File: src/rtl/decoder_leaf_n.sv
// Leaf packet decoder. Flits enter through a small FIFO. The first flit of each packet is a
// header that selects one of NOUT single-entry output registers. Packets whose destination is
// out of range are discarded and counted. One route-status token is emitted per packet.
module decoder_leaf_n #(
    parameter int unsigned W        = 9,
    parameter int unsigned NOUT     = 2,
    parameter int unsigned DEPTH    = 2,
    parameter int unsigned ADDR_LSB = 0
) (
    input  logic                  CLK,
    input  logic                  RESET,
    input  logic                  in_valid,
    output logic                  in_ready,
    input  logic [W-1:0]          in_data,
    output logic [NOUT-1:0]       out_valid,
    input  logic [NOUT-1:0]       out_ready,
    output logic [NOUT*W-1:0]     out_data,
    output logic                  s_valid,
    input  logic                  s_ready,
    output logic [$clog2(NOUT):0] s_data,
    output logic [15:0]           drop_count
);

    localparam int unsigned AW = $clog2(NOUT);
    localparam int unsigned PW = $clog2(DEPTH);

    typedef enum logic [1:0] {StIdle, StRoute, StDrop} state_e;

    // Input FIFO
    logic [W-1:0]    mem_q [DEPTH];
    logic [PW-1:0]   rd_ptr_q, wr_ptr_q;
    logic [PW:0]     count_q, count_d;
    logic            in_ready_q;

    // Output, status and decoder state
    logic [NOUT-1:0]   out_valid_q;
    logic [NOUT*W-1:0] out_data_q;
    logic              s_valid_q;
    logic [AW:0]       s_data_q;
    logic [15:0]       drop_count_q;
    state_e            state_q;
    logic [AW-1:0]     port_q;

    // Decode helpers
    logic [W-1:0]    head;
    logic            head_valid;
    logic            head_tail;
    logic [AW-1:0]   head_dest;
    logic            push, pop, fwd;
    logic            s_free, s_load, s_drop;
    logic [NOUT-1:0] out_free;
    logic [NOUT-1:0] load;
    logic [AW-1:0]   fwd_port;
    logic            dest_ok, dest_free, route_free;

    assign head       = mem_q[rd_ptr_q];
    assign head_valid = (count_q != '0);
    assign head_tail  = head[W-1];
    assign head_dest  = head[ADDR_LSB +: AW];
    assign push       = in_valid && in_ready_q;
    assign s_free     = !s_valid_q || s_ready;
    assign out_free   = ~out_valid_q | out_ready;

    // Resolve the header destination and the free state of the relevant output registers
    always_comb begin
        dest_ok    = 1'b0;
        dest_free  = 1'b0;
        route_free = 1'b0;
        for (int p = 0; p < NOUT; p++) begin
            if (head_dest == AW'(p)) begin
                dest_ok   = 1'b1;
                dest_free = out_free[p];
            end
            if (port_q == AW'(p)) begin
                route_free = out_free[p];
            end
        end
    end

    // Decide whether the FIFO head is consumed this cycle and where it goes
    always_comb begin
        pop    = 1'b0;
        fwd    = 1'b0;
        s_load = 1'b0;
        s_drop = 1'b0;
        unique case (state_q)
            StIdle: begin
                // A header always needs the status slot; routed headers also need their port
                if (head_valid && s_free) begin
                    if (!dest_ok) begin
                        pop    = 1'b1;
                        s_load = 1'b1;
                        s_drop = 1'b1;
                    end else if (dest_free) begin
                        pop    = 1'b1;
                        fwd    = 1'b1;
                        s_load = 1'b1;
                    end
                end
            end
            StRoute: begin
                if (head_valid && route_free) begin
                    pop = 1'b1;
                    fwd = 1'b1;
                end
            end
            StDrop: begin
                pop = head_valid;
            end
            default: ;
        endcase
        fwd_port = (state_q == StIdle) ? head_dest : port_q;
        for (int p = 0; p < NOUT; p++) begin
            load[p] = fwd && (fwd_port == AW'(p));
        end
    end

    // Next FIFO occupancy; simultaneous push and pop leave it unchanged
    always_comb begin
        count_d = count_q;
        unique case ({push, pop})
            2'b10:   count_d = count_q + (PW+1)'(1);
            2'b01:   count_d = count_q - (PW+1)'(1);
            default: count_d = count_q;
        endcase
    end

    // FIFO storage; contents need no reset because the pointers define validity
    always_ff @(posedge CLK) begin
        if (push) begin
            mem_q[wr_ptr_q] <= in_data;
        end
    end

    // FIFO pointers, occupancy and registered in_ready
    always_ff @(posedge CLK) begin
        if (RESET) begin
            rd_ptr_q   <= '0;
            wr_ptr_q   <= '0;
            count_q    <= '0;
            in_ready_q <= 1'b0;
        end else begin
            if (push) begin
                wr_ptr_q <= wr_ptr_q + PW'(1);
            end
            if (pop) begin
                rd_ptr_q <= rd_ptr_q + PW'(1);
            end
            count_q    <= count_d;
            in_ready_q <= (count_d < (PW+1)'(DEPTH));
        end
    end

    // Per-port single-entry output registers
    always_ff @(posedge CLK) begin
        if (RESET) begin
            out_valid_q <= '0;
            out_data_q  <= '0;
        end else begin
            for (int p = 0; p < NOUT; p++) begin
                if (load[p]) begin
                    out_valid_q[p]       <= 1'b1;
                    out_data_q[p*W +: W] <= head;
                end else if (out_ready[p]) begin
                    out_valid_q[p] <= 1'b0;
                end
            end
        end
    end

    // Decoder FSM with status token and saturating drop counter
    always_ff @(posedge CLK) begin
        if (RESET) begin
            state_q      <= StIdle;
            port_q       <= '0;
            s_valid_q    <= 1'b0;
            s_data_q     <= '0;
            drop_count_q <= '0;
        end else begin
            if (s_load) begin
                s_valid_q <= 1'b1;
                s_data_q  <= {s_drop, head_dest};
            end else if (s_ready) begin
                s_valid_q <= 1'b0;
            end
            if (s_drop && (drop_count_q != 16'hFFFF)) begin
                drop_count_q <= drop_count_q + 16'd1;
            end
            if (pop) begin
                unique case (state_q)
                    StIdle: begin
                        port_q <= head_dest;
                        // A header that is also a tail is a complete packet
                        if (!head_tail) begin
                            state_q <= dest_ok ? StRoute : StDrop;
                        end
                    end
                    StRoute, StDrop: begin
                        if (head_tail) begin
                            state_q <= StIdle;
                        end
                    end
                    default: state_q <= StIdle;
                endcase
            end
        end
    end

    assign in_ready   = in_ready_q;
    assign out_valid  = out_valid_q;
    assign out_data   = out_data_q;
    assign s_valid    = s_valid_q;
    assign s_data     = s_data_q;
    assign drop_count = drop_count_q;

endmodule

File: config.mk
export PLATFORM = sky130hd
export DESIGN_NAME = decoder_leaf_n
export DESIGN_NICKNAME = d
export VERILOG_FILES = /design/src/rtl/decoder_leaf_n.sv
export SDC_FILE = /design/constraint.sdc
export NUM_CORES = 1
export LEC_CHECK = 0
export ABC_CLOCK_PERIOD_IN_PS = 2200
export CORE_MARGIN = 2
export CORE_UTILIZATION = 43
export DETAILED_ROUTE_END_ITERATION = 6
export HOLD_SLACK_MARGIN = 0.06
export PLACE_DENSITY_LB_ADDON = 0.05
export SLEW_MARGIN = 10
export SYNTH_ARGS = -nofsm -noshare
export SYNTH_HDL_FRONTEND = slang
export SYNTH_SLANG_ARGS = --single-unit
File: constraint.sdc
create_clock -name CLK -period 2.2 [get_ports CLK]
set_input_delay 0.44 -clock CLK [delete_from_list [all_inputs] [get_ports CLK]]
set_output_delay 0.44 -clock CLK [all_outputs]
set_load 0.01 [all_outputs]
==> run summary <==
Switching fraction of total power - 33.6%
# clock sinks - 48
Netlist area before placement - 1990 um2
Nature of the critical path startpoint - flip-flop
Proportion of layout cells with a drive suffix above 1 - 15.7%
Worst Path Class, Setup - flip-flop to flip-flop
Top cells by instance count after synthesis - sky130_fd_sc_hd__nor2_1 (33), sky130_fd_sc_hd__dfxtp_1 (30), sky130_fd_sc_hd__buf_4 (19)
Die X - 72.1 um
Sum of buffers and inverters on the critical path - 0
CP cell instances - o211ai_1 -> o41ai_4 -> and2_4 -> or2_4 -> ha_1 -> xnor2_1 -> nor2_1 -> xor2_1 -> nor2b_1
Overall overflow remaining after global route - 0
Post-synth top area cell - sky130_fd_sc_hd__dfxtp_1
Slowest cell on the critical path - sky130_fd_sc_hd__dfxtp_2
Min Tclk post-route - 2.06 ns
Detailed-route via count - 1,328
Final routed wire length divided by cell count - 13.2 um
Quantity of I/O buffers inserted on ports - 37
Nature of the critical path endpoint - flip-flop
Routed wire length - 3.64 mm
Final hold slack - 0.494 ns
Maximum clock insertion buffer count - 2
Required time reported for the critical path endpoint - 2.43 ns
Standard-cell rows - 24
Via count normalized by instance count - 4.83
Cell Count, Final, Fillers Out - 275
Area share of the largest cell type after synthesis - 30.1%
Root buffer cell - sky130_fd_sc_hd__clkbuf_8
Total net switching power - 1090 uW
Top Family by Delay on Critical Path - simple AND/OR/NAND/NOR gates
Via count of the first global-routing pass - 1,314
P_leak - 0.000937 uW
Reg-to-reg slack, setup - 0.14 ns
Core footprint - 4410 um2
Final core utilization - 56.9%
Drt drc - 0
Diode insertion count for antenna repair - 0
Half-perimeter wire length after placement - 2.63 mm
Inst Count DP - 266
H-tree level count - 2
Share of power burned in combinational logic - 43.1%
Die Area - 5200 um2
Most used flip-flop cell after synthesis - sky130_fd_sc_hd__dfxtp_1
Maximum net fanout on the critical path - 5
Routability Congestion - 0.794
Synth-to-layout area growth - 25.9%
Largest net degree at the start of global routing - 31
Post-CTS Hold Fix Bufs - 0
Top cells by area, synth - sky130_fd_sc_hd__dfxtp_1 (30%), sky130_fd_sc_hd__edfxtp_1 (27%), sky130_fd_sc_hd__buf_4 (7.2%), sky130_fd_sc_hd__nor2_1 (6.2%), sky130_fd_sc_hd__mux2i_1 (4.5%)
Most instantiated library cell after synthesis - sky130_fd_sc_hd__nor2_1
First-pass detailed-route iteration total - 4
Skew final - 0.00883 ns
Final worst-path setup slack - 0.142 ns
Number of hold-slack violations in the final timing report - 0
Run status - completed
Clock tree from TritonCTS - done
Mean area per synthesized cell - 11.5 um2
Remaining antenna violation count after routing - 0
Setup WS pre-CTS - -0.269 ns
Part of the power in registers - 41.6%
Final Net Count - 238
Number of synthesized register bits - 48
Post-synthesis instance total - 174
Wire length of the first global-routing pass - 5.98 mm
Number of buffers created by CTS - 5
Total count of max-transition violations in the final report - 0
Effective utilization at floorplan - 45.2%
Sequential fraction of the synthesis area - 57.2%
Distinct cell type count of the synthesized netlist - 33
Clock transition time at the flip-flop clock pins of the worst setup and hold paths - 0.07 ns
Max Freq - 486 MHz
Class of the tightest hold or removal check - flip-flop to flip-flop
Worst EP arrival - 2.29 ns
Die span in y - 72.1 um
Antenna violations before repair - 0
Clk pwr share - 15.3%
Global-route total usage across every layer - 15.3%
Yosys Warn Count - 0
Maximum resistive drop on vdd - 0.570 mV
Violation count after the first detailed-route iteration - 27
Number of max-cap violations - 0
Num ports - 55
Share of synthesized flip-flops with an asynchronous set or reset - 0%
Worst-Skew Late Latency - 0.29 ns
# setup viols final - 0
Number of synthesized flops with an enable pin - 18
Longest individual stage delay on the worst path - 0.36 ns
Cell internal power dissipation - 2150 uW
Final period util - 93.6%
Total power divided by cell area - 1290 nW/um2
-- routing by layer --
metal / routed length [um] / global-route usage (%)
met2: 1940 / 26.6
met1: 1520 / 17.5
met4: 35 / 6.29
met3: 148 / 4.58
met5: 0 / 0
-- registers in the layout, summed over array words and instances, names as in the netlist, named ones only --
register and flops:
count_q 1, s_data 1, wr_ptr_q 1, port_q 1, mem_q 18, state_q 1
rd_ptr_q 1, in_ready 1, out_valid 2, out_data 18, s_valid 1
-- worst register-to-register path, stage by stage, from the launching register on --
cell and delay [ns]:
sky130_fd_sc_hd__dfxtp_2 0.36, sky130_fd_sc_hd__o211ai_1 0.31, sky130_fd_sc_hd__o41ai_4 0.15, sky130_fd_sc_hd__and2_4 0.18, sky130_fd_sc_hd__or2_4 0.23, sky130_fd_sc_hd__ha_1 0.19
sky130_fd_sc_hd__xnor2_1 0.13, sky130_fd_sc_hd__nor2_1 0.13, sky130_fd_sc_hd__xor2_1 0.18, sky130_fd_sc_hd__nor2b_1 0.14
-- power by group through the flow --
stage,sequential [uW],combinational (uW),clock (uW)
after floorplan,1420,789,0
after global placement,1350,1350,0
after detailed placement,1360,1370,0
after CTS,1340,1380,522
after global routing,1380,1530,558
final,1350,1400,496
-- path summary, 6_finish.rpt --
check | startpoint | to | depth (start not counted)
setup reg to reg | count_q[0] | flip-flop | 9
hold / removal | out_data[9] | out_data[9] | 2
setup / recovery | count_q[0] | flip-flop | 9
hold reg to reg | out_data[9] | out_data[9] | 2
-- repair_timing --
item | in CTS | in global routing
setup endpoints to repair | 0 | 3
resized for setup | 0 | 9
hold endpoints to repair | 0 | 0
setup buffers | 0 | 1
-- final cells by class --
type	instances	area [um2]
Multi-Input combinational cell	117	746
Clock buffer	7	76.3
Clock inverter	1	8.76
Sequential cell	48	1140
Timing Repair Buffer	50	473
Fill cell	371	1900
Tap cell	52	65.1
-- through the flow --
step,total power [uW],cell area [um2],TNS [ns]
finish,3240,2510,0
global route,3470,2510,-0.00331
detailed placement,2740,2390,-0.711
CTS,3250,2470,0
floorplan,2200,2060,0
global placement,2700,2390,-0.540
-- layout by cell type, fill, tap and decap left out, types with 2 or more instances in the layout --
| master | synthesis | layout |
|---|---|---|
| sky130_fd_sc_hd__clkdlybuf4s50_1 | 0 | 35 |
| sky130_fd_sc_hd__nor2_1 | 33 | 32 |
| sky130_fd_sc_hd__dfxtp_1 | 30 | 29 |
| sky130_fd_sc_hd__edfxtp_1 | 18 | 18 |
| sky130_fd_sc_hd__conb_1 | 1 | 17 |
| sky130_fd_sc_hd__buf_4 | 19 | 13 |
| sky130_fd_sc_hd__a211oi_1 | 12 | 12 |
| sky130_fd_sc_hd__mux2i_1 | 9 | 9 |
| sky130_fd_sc_hd__a21oi_1 | 6 | 6 |
| sky130_fd_sc_hd__clkbuf_8 | 0 | 5 |
| sky130_fd_sc_hd__nor3_1 | 4 | 4 |
| sky130_fd_sc_hd__nand2_1 | 3 | 3 |
| sky130_fd_sc_hd__nor2_2 | 2 | 3 |
| sky130_fd_sc_hd__nand2b_1 | 3 | 3 |
| sky130_fd_sc_hd__o21ai_0 | 3 | 3 |
| sky130_fd_sc_hd__a211oi_2 | 3 | 3 |
| sky130_fd_sc_hd__xor2_1 | 3 | 3 |
| sky130_fd_sc_hd__nor2b_1 | 4 | 2 |
| sky130_fd_sc_hd__a2bb2oi_1 | 2 | 2 |
| sky130_fd_sc_hd__clkbuf_1 | 3 | 2 |
| sky130_fd_sc_hd__dlymetal6s2s_1 | 0 | 2 |
-- logic make-up after synthesis --
logic type      share of synthesized area [%]
simple gates                             12.6
flops                                    57.2
compound gates                           11.5
buf+inv                                  9.85
mux                                      6.21
xor+xnor                                 1.76
fa+ha+maj                               0.627
other cells                             0.188
Power figures use the tool's default switching activity.
